--- config.mk ---
export PLATFORM = sky130hd
export DESIGN_NAME = rx_fifo_arbiter
export DESIGN_NICKNAME = d
export VERILOG_FILES = /design/src/rtl/rx_fifo_arbiter.sv
export SDC_FILE = /design/constraint.sdc
export NUM_CORES = 1
export LEC_CHECK = 0
export CAP_MARGIN = 5
export CORE_MARGIN = 1.5
export CORE_UTILIZATION = 52
export DETAILED_ROUTE_END_ITERATION = 16
export PLACE_DENSITY = 0.89
export SLEW_MARGIN = 25
export SYNTH_ARGS = -nofsm -noshare
export SYNTH_HDL_FRONTEND = slang
export SYNTH_SLANG_ARGS = --single-unit
--- constraint.sdc ---
create_clock -name rxclk -period 8.85 [get_ports rxclk]
set_clock_uncertainty 0.2 [all_clocks]
set_input_delay 2.655 -clock rxclk [delete_from_list [all_inputs] [get_ports rxclk]]
set_output_delay 2.655 -clock rxclk [all_outputs]
set_load 0.02 [all_outputs]
--- src/rtl/rx_fifo_arbiter.sv ---
`default_nettype none
// ============================================================================
//  Module   : rx_fifo_arbiter
//  Purpose  : Round-robin scheduler that shares one RX FIFO write port among
//             NUM_SRC DDC sources. Each source presents one I/Q pair per
//             strobe. The pair is latched and then written as two 16-bit
//             words, I first, each tagged with source id and I/Q flag.
//             Tracks per-source overrun and a saturating drop count.
//  Revision : 1.0  initial release
// ============================================================================
module rx_fifo_arbiter #(
    parameter int NUM_SRC = 4,
    parameter int SRC_W   = 2
) (
    input  logic                    rxclk,
    input  logic                    reset,
    input  logic [NUM_SRC-1:0]      src_enable,
    input  logic [NUM_SRC-1:0]      src_strobe,
    input  logic [16*NUM_SRC-1:0]   src_i,
    input  logic [16*NUM_SRC-1:0]   src_q,
    input  logic                    fifo_full,
    output logic                    fifo_wrreq,
    output logic [15:0]             fifo_data,
    output logic [SRC_W-1:0]        fifo_src,
    output logic                    fifo_iq,
    input  logic                    clear_status,
    output logic [NUM_SRC-1:0]      overrun,
    output logic [15:0]             drop_count,
    output logic                    busy
);

    typedef enum logic [1:0] {
        IDLE = 2'd0,
        WR_I = 2'd1,
        WR_Q = 2'd2
    } state_t;

    state_t               state_q, state_d;
    logic [SRC_W-1:0]     grant_q, grant_d;
    logic [SRC_W-1:0]     last_grant_q, last_grant_d;
    logic [NUM_SRC-1:0]   pending_q, pending_d;
    logic [NUM_SRC-1:0]   overrun_q, overrun_d;
    logic [15:0]          drop_q, drop_d;
    logic [15:0]          ival_q [NUM_SRC];
    logic [15:0]          ival_d [NUM_SRC];
    logic [15:0]          qval_q [NUM_SRC];
    logic [15:0]          qval_d [NUM_SRC];

    logic                 q_write;
    logic [NUM_SRC-1:0]   req;
    logic [SRC_W-1:0]     rr_ptr;
    logic [SRC_W-1:0]     rr_idx;
    logic [SRC_W-1:0]     rr_pick;
    logic                 rr_found;
    logic [15:0]          n_drop;
    logic [15:0]          drop_base;
    logic [16:0]          drop_sum;

    // The Q word of the granted pair is accepted by the FIFO this cycle
    assign q_write = (state_q == WR_Q) && !fifo_full;

    // Round-robin pick: first requesting source after the pointer, wrapping.
    // In WR_Q the current grant is excluded so a pair is never re-granted
    // back-to-back, and the pointer is the grant being retired.
    always_comb begin
        req      = pending_q & src_enable;
        rr_ptr   = last_grant_q;
        rr_idx   = '0;
        rr_pick  = '0;
        rr_found = 1'b0;
        if (state_q == WR_Q) begin
            req[grant_q] = 1'b0;
            rr_ptr       = grant_q;
        end
        for (int i = 1; i <= NUM_SRC; i++) begin
            rr_idx = SRC_W'((int'(rr_ptr) + i) % NUM_SRC);
            if (!rr_found && req[rr_idx]) begin
                rr_found = 1'b1;
                rr_pick  = rr_idx;
            end
        end
    end

    // Scheduler next-state: a stalled FIFO freezes the FSM in place
    always_comb begin
        state_d      = state_q;
        grant_d      = grant_q;
        last_grant_d = last_grant_q;
        case (state_q)
            IDLE: begin
                if (rr_found) begin
                    grant_d = rr_pick;
                    state_d = WR_I;
                end
            end
            WR_I: begin
                if (!fifo_full) begin
                    state_d = WR_Q;
                end
            end
            WR_Q: begin
                if (!fifo_full) begin
                    last_grant_d = grant_q;
                    if (rr_found) begin
                        grant_d = rr_pick;
                        state_d = WR_I;
                    end else begin
                        state_d = IDLE;
                    end
                end
            end
            default: state_d = IDLE;
        endcase
    end

    // FIFO write-side decode; data/id hold steady while stalled on full
    always_comb begin
        busy       = (state_q != IDLE);
        fifo_wrreq = busy && !fifo_full;
        fifo_iq    = (state_q == WR_I);
        fifo_src   = busy ? grant_q : '0;
        fifo_data  = 16'h0000;
        if (state_q == WR_I) begin
            fifo_data = ival_q[grant_q];
        end else if (state_q == WR_Q) begin
            fifo_data = qval_q[grant_q];
        end
    end

    // Per-source capture, overrun detection and status counters
    always_comb begin
        pending_d = pending_q;
        overrun_d = clear_status ? '0 : overrun_q;
        n_drop    = 16'd0;
        for (int k = 0; k < NUM_SRC; k++) begin
            ival_d[k] = ival_q[k];
            qval_d[k] = qval_q[k];
            if (src_enable[k]) begin
                if (q_write && (grant_q == SRC_W'(k))) begin
                    pending_d[k] = 1'b0;
                end
                if (src_strobe[k]) begin
                    // A slot being released this cycle can take the new sample
                    if (!pending_q[k] || (q_write && (grant_q == SRC_W'(k)))) begin
                        ival_d[k]    = src_i[16*k +: 16];
                        qval_d[k]    = src_q[16*k +: 16];
                        pending_d[k] = 1'b1;
                    end else begin
                        overrun_d[k] = 1'b1;
                        n_drop       = n_drop + 16'd1;
                    end
                end
            end else begin
                // A disabled source keeps its slot only while its pair is in flight
                if ((state_q == IDLE) || (grant_q != SRC_W'(k)) || q_write) begin
                    pending_d[k] = 1'b0;
                end
            end
        end
        drop_base = clear_status ? 16'd0 : drop_q;
        drop_sum  = {1'b0, drop_base} + {1'b0, n_drop};
        drop_d    = drop_sum[16] ? 16'hFFFF : drop_sum[15:0];
    end

    // Control and status registers
    always_ff @(posedge rxclk) begin
        if (reset) begin
            state_q      <= IDLE;
            grant_q      <= '0;
            last_grant_q <= SRC_W'(NUM_SRC - 1);
            pending_q    <= '0;
            overrun_q    <= '0;
            drop_q       <= 16'd0;
        end else begin
            state_q      <= state_d;
            grant_q      <= grant_d;
            last_grant_q <= last_grant_d;
            pending_q    <= pending_d;
            overrun_q    <= overrun_d;
            drop_q       <= drop_d;
        end
    end

    // Sample hold registers; only meaningful while the matching pending bit is set
    always_ff @(posedge rxclk) begin
        for (int k = 0; k < NUM_SRC; k++) begin
            ival_q[k] <= ival_d[k];
            qval_q[k] <= qval_d[k];
        end
    end

    assign overrun    = overrun_q;
    assign drop_count = drop_q;

endmodule
`default_nettype wire
## Word level (Yosys, flattened, before mapping)

Memories as Yosys holds them, arrays and structs flattened. A register that Yosys moved wholly into a read port is not among the register bits.
Cells that the tools add are included.

- Flip-flop bits (word level): 30
- Bits in writable memories: 128
- Bits of input ports: 140
- Output and inout bits: 41
- Word-level logic and storage cells: 204
- Memories: 2

Memory list:

| name | depth | width | read ports | clocked after Yosys merged registers in | write ports | line | source |
|---|---|---|---|---|---|---|---|
| ival_q | 4 | 16 | 1 | 1 | 4 | 44 | `logic [15:0] ival_q [NUM_SRC];` |
| qval_q | 4 | 16 | 1 | 1 | 4 | 46 | `logic [15:0] qval_q [NUM_SRC];` |

- Add/subtract/negate cells: 8
- $lt $le $gt $ge: 6
- Equal/unequal tests: 23
- Mux-type cells: 106
- Bitwise logic cells: 4
- Reductions and logical operators: 46

Operators by type and width:

| cell | count |
|---|---|
| 2-to-1 mux 16 bit | 37 |
| adder 16 x 1 -> 16 bit (second input constant) | 3 |
| 2-to-1 mux 1 bit | 45 |
| 2-to-1 mux 2 bit | 15 |
| != test 2 bit (second input constant) | 9 |
| adder 16 x 16 -> 17 bit | 1 |
| less-than comparator 2 x 3 -> 1 bit (second input constant) | 5 |
| AND reduction 3 bit | 5 |
| nonzero test 2 bit | 7 |
| logical OR 1 bit | 12 |
| != test 3 bit (second input constant) | 4 |
| logical AND 1 bit | 10 |
| AND 4 bit | 2 |
| binary-select mux 1 bit (select 2 bit) | 4 |
| logical NOT 1 bit | 8 |
| 2-to-1 mux 4 bit | 2 |
| == test 2 bit (second input constant) | 3 |
| case mux 2 bit (3 select lines) | 1 |
| adder 2 x 1 -> 2 bit (second input constant) | 2 |
| adder 2 bit (second input constant) | 2 |
| == test 2 x 1 -> 1 bit (second input constant) | 2 |
| logical NOT 2 bit | 2 |
| != test 1 bit (second input constant) | 4 |
| NOT 4 bit | 1 |
| other kinds (6) | 7 |

## Longest topological paths before layout

- Depth in word-level cells: 24
- Mapped depth: 17
- Depth with buffers taken out: 15

## Worst setup path after synthesis

Ideal clock, no wire load.

- Kind: input to register
- Start: in fifo_full
- End: reg drop_q[6], in the netlist drop_count[6]
- Setup time: 0.137 ns
- Arrival: 6.134 ns
- Data required time: 8.513 ns
- Path slack: 2.379 ns
- Cell stages on the path: 17
- Path buffers: 2
- Cells stage by stage: buf_2 or3b_4 o31ai_4 xor2_2 ha_1 mux2_2 ha_1 inv_1 nor2_1 xnor2_1 ha_1 nor2b_1 o21ai_0 nand2_1 nand4_1 clkbuf_1 a31oi_1

- Word-level cells in the longest chain between the ends: 21
- Elaborated cells between the ends (all ways): 27
- Classes of those cells: add/sub: 4; mux: 13; reduce/logical: 10

Ends and longest elaborated chain:

| element | line | source |
|---|---|---|
| from (decl) | 21 | `input logic fifo_full,` |
| logical NOT 1 bit (*) | 60 | `assign q_write = (state_q == WR_Q) && !fifo_full;` |
| logical AND 1 bit (*) | 60 |  |
| logical AND 1 bit | 144 | `if (!pending_q[k] \|\| (q_write && (grant_q == SRC_W'(k)))) begin` |
| logical OR 1 bit | 144 |  |
| 2-to-1 mux 1 bit | 144 |  |
| 2-to-1 mux 1 bit | 142 | `if (src_strobe[k]) begin` |
| 2-to-1 mux 1 bit | 138 | `if (src_enable[k]) begin` |
| adder 16 x 1 -> 16 bit | 150 | `n_drop = n_drop + 16'd1;` |
| [5 not listed] | - |  |
| 2-to-1 mux 16 bit | 142 |  |
| 2-to-1 mux 16 bit | 138 |  |
| adder 16 x 1 -> 16 bit | 150 |  |
| 2-to-1 mux 16 bit | 144 |  |
| 2-to-1 mux 16 bit | 142 |  |
| 2-to-1 mux 16 bit (*) | 138 |  |
| adder 16 x 16 -> 17 bit (*) | 161 | `drop_sum = {1'b0, drop_base} + {1'b0, n_drop};` |
| 2-to-1 mux 16 bit (*) | 162 | `drop_d = drop_sum[16] ? 16'hFFFF : drop_sum[15:0];` |
| to (signal assigned) | 180 | `drop_q <= drop_d;` |
| to (decl) | 43 | `logic [15:0] drop_q, drop_d;` |

Mark *: on every way between the ends. The rest lies on a longest branch, timed or not.
A chain may end at the register's enable or synchronous reset.

## Final worst setup path

- Start: in fifo_full
- End: reg drop_q[9], in the netlist drop_count[9]

Same word-level chain as after synthesis.

==> impl_metrics.toml <==
[sta]
finalSetupTns_ns = 0
grt_setup_unrepaired = "no"
setup_viol = 0
finalMaxSlewViolations = 0
slew-limit-headroom_pct = 36.75
fmax_mhz = 143.6
min_period_over_period_pct = 78.69
tightest_slew_ns = 0.9445
finalHoldViolations = 0
period_needed_ns = 6.964

[synth]
synth_cell_types = 60
ys_ff_latch = 160
synth_top_flop_cell = "edfxtp_1"
syn_area_per_cell_sq_um = 15.48
syn-instance-count = 441
async_flop_share_pct = 0
synth_edf_count = 128
synth_area_sq_um = 6828
syn_nets = 588
ys_warn_count = 0
synth_sequential_area_ratio_pct = 65.68

[clock_network]
h-tree-depth = 4
post_cts_buffers = 0
cts_resized = 0
clock_latency_ns = 0.42
path_clk_slew_ns = 0.06
cts_sinks = 160
cts_made_buffers = 17
clockBufferDepth = 2
root_buffer = "clkbuf_16"
tritoncts = "built"
ctsHoldBuffers = 0

[run]
maxCapViolCount = 0

[drt]
detail-route-antenna-nets = 0
dr.pass1.iters = 5
drtIter0Drc = 476
vias_per_cell = 5.780
routed_wl_mm = 16.96
vias = 4653
drc = 0
wl_per_cell_um = 21.07

[floorplanning]
die_y_um = 117.6
design.core.area_sq_um = 12720
row_count = 41
initial_utilization_pct = 53.67
boundaryPins = 181
die_w_um = 117.6
die_area_sq_um = 13830

[power]
powerDensity_nw_per_um2 = 189.5
clkPwrFrac_pct = 38.8
pwr-share-comb_pct = 12.0
power_mw = 1.783
power.internal_mw = 1.365
power.leakage_nw = 3.148
p_seq_share_pct = 49.2
ir_worst_vdd_mv = 0.1614
swShare_pct = 23.41
p_sw_uw = 417.4

[global_route]
antenna_found_initial = 1
grt_max_degree = 33
grt-ovfl-total = 0
track_usage_pct = 25.07
grt_pass1_wl_mm = 25.90
grt_pass1_vias = 4848

[critical_path]
cp-start-kind = "input port"
r2r_end = "drop_count[9]$_SDFF_PP0_"
rrSetupSlack_ns = 4.00
crit_path_start = "fifo_full"
rr_startpoint = "state_q[1]$_SDFFE_PP0P_"
endpoint = "drop_count[9]$_SDFF_PP0_"
crit_arrival_ns = 7.09
rr_worst_depth = 13
cp.required_ns = 8.98
end_kind = "flip-flop"
critPathKind = "in2reg"
critPathMaxFanout = 14

[layout]
area_growth_pct = 37.77
nNetsFinal = 766
most-common-layout-cells = "clkdlybuf4s50_1 (179), edfxtp_1 (128), mux4_2 (32)"
drive_above_1_share_pct = 14.56
layout_commonest_cell = "clkdlybuf4s50_1"

[run_status]
outcome = "complete, no violations"

[worst_hold_path]
hold_path_class = "reg2reg"

[placed_design]
port_buffers = 180
gp_congestion = 0.8897
dpl.hpwl_mm = 11.82
-- metrics by stage --
step	hold slack (ns)	utilization, %	worst slack, ns	area, sq um	std cells
after global placement	0.2612	69.13	1.689	8795	770
after detailed placement	0.2682	69.56	1.471	8850	772
after floorplan	0.2650	-	2.379	6828	441
after CTS	0.2787	73.96	1.897	9409	804
final	0.2732	73.94	1.886	9407	805
after global routing	0.2943	73.94	1.487	9407	805
-- worst min-delay path by stage --
| stage | from | endpoint | cells after the start |
|---|---|---|---|
| 6_report | overrun[3]$_SDFF_PP0_ | overrun[3]$_SDFF_PP0_ | 2 |
| 5_1_grt | overrun[3]$_SDFF_PP0_ | overrun[3]$_SDFF_PP0_ | 2 |
| 4_1_cts | overrun[3]$_SDFF_PP0_ | overrun[3]$_SDFF_PP0_ | 2 |
| 3_5_place_dp | overrun[3]$_SDFF_PP0_ | overrun[3]$_SDFF_PP0_ | 2 |
| 3_3_place_gp | overrun[3]$_SDFF_PP0_ | overrun[3]$_SDFF_PP0_ | 2 |
| 2_1_floorplan | pending_q[3]$_SDFFE_PP0P_ | pending_q[3]$_SDFFE_PP0P_ | 2 |
-- synthesized netlist by cell type (2+ instances only) --
library cell	count	share of area, %
inv_1	12	0.66
edfxtp_1	128	56
dfxtp_1	32	9.4
a22o_1	16	2.1
a211o_1	2	0.26
or2_2	4	0.37
nand4_1	4	0.37
o221ai_1	3	0.38
nor4_1	3	0.27
o21ai_0	8	0.59
nand2b_1	10	0.92
buf_2	7	0.51
a211oi_1	7	0.77
nor2_1	19	1.0
nand2_1	15	0.82
nor3_1	4	0.29
xor2_1	4	0.51
nand3b_1	2	0.22
o31a_1	2	0.26
clkbuf_1	16	0.88
mux4_2	32	11
a2111oi_0	2	0.26
a21oi_1	29	2.1
a21o_1	2	0.22
mux2_2	4	0.66
ha_1	6	1.1
mux2i_1	3	0.44
a31oi_1	3	0.27
o22ai_1	2	0.18
nor2b_1	19	1.7
nand3_1	4	0.29
nand4b_1	2	0.26
xnor2_1	8	1.0
-- power groups by stage --
stage	Combinational [mW]	Sequential (mW)	Clock, mW
finish	0.214	0.877	0.692
global route	0.226	0.881	0.729
floorplan	0.116	0.873	0
detailed placement	0.214	0.893	0
global placement	0.206	0.892	0
CTS	0.216	0.877	0.699
-- flip-flops by register name, summed over array words and instances, names as in the netlist, named ones only --
| signal | flops |
|---|---|
| pending_q | 4 |
| ival_q | 64 |
| grant_q | 2 |
| qval_q | 64 |
| last_grant_q | 2 |
| drop_count | 16 |
| state_q | 2 |
| overrun | 4 |
-- cell families (layout without fill, tap and decap cells) --
kind of cell / after synthesis / count (layout) / share of synthesized area [%]
AO/OA/AOI/OAI: 86 / 86 / 8.778
other: 0 / 1 / 0
adder cells (fa/ha/maj): 7 / 7 / 1.393
multiplexers: 39 / 39 / 11.65
flip-flops: 160 / 160 / 65.68
AND/OR/NAND/NOR: 97 / 97 / 8.100
buffers and inverters: 38 / 229 / 2.382
XOR/XNOR: 14 / 14 / 2.016
-- metal layers --
| metal | routed length (um) | GRT usage, % | part of all wire (%) |
|---|---|---|---|
| met1 | 6259 | 28.40 | 37 |
| met2 | 9019 | 44.60 | 53 |
| met3 | 1084 | 5.959 | 6.4 |
| met4 | 596 | 12.27 | 3.5 |
| met5 | 0 | 0 | 0 |
-- area by class of cell --
| class | count | area, sq um |
|---|---|---|
| diodes | 1 | 2.502 |
| clock inverters | 15 | 133.9 |
| clock buffers | 17 | 425.4 |
| flip-flops and latches | 160 | 4487 |
| multi-input cells | 243 | 2223 |
| inverters | 12 | 45.04 |
| repair buffers | 185 | 1874 |
| fillers | 800 | 3316 |
| well taps | 172 | 215.2 |
-- critical path: stages --
cell,delay [ns]
clkdlybuf4s50_1,0.57
or3b_4,0.48
o31ai_4,0.26
xor2_2,0.22
ha_1,0.28
mux2_2,0.29
ha_1,0.29
mux2i_1,0.09
fa_1,0.46
nor2b_1,0.12
o21ai_0,0.20
nand2_1,0.26
nand4_1,0.52
a211oi_1,0.36
Note: power is estimated with default switching activity, not from simulation.
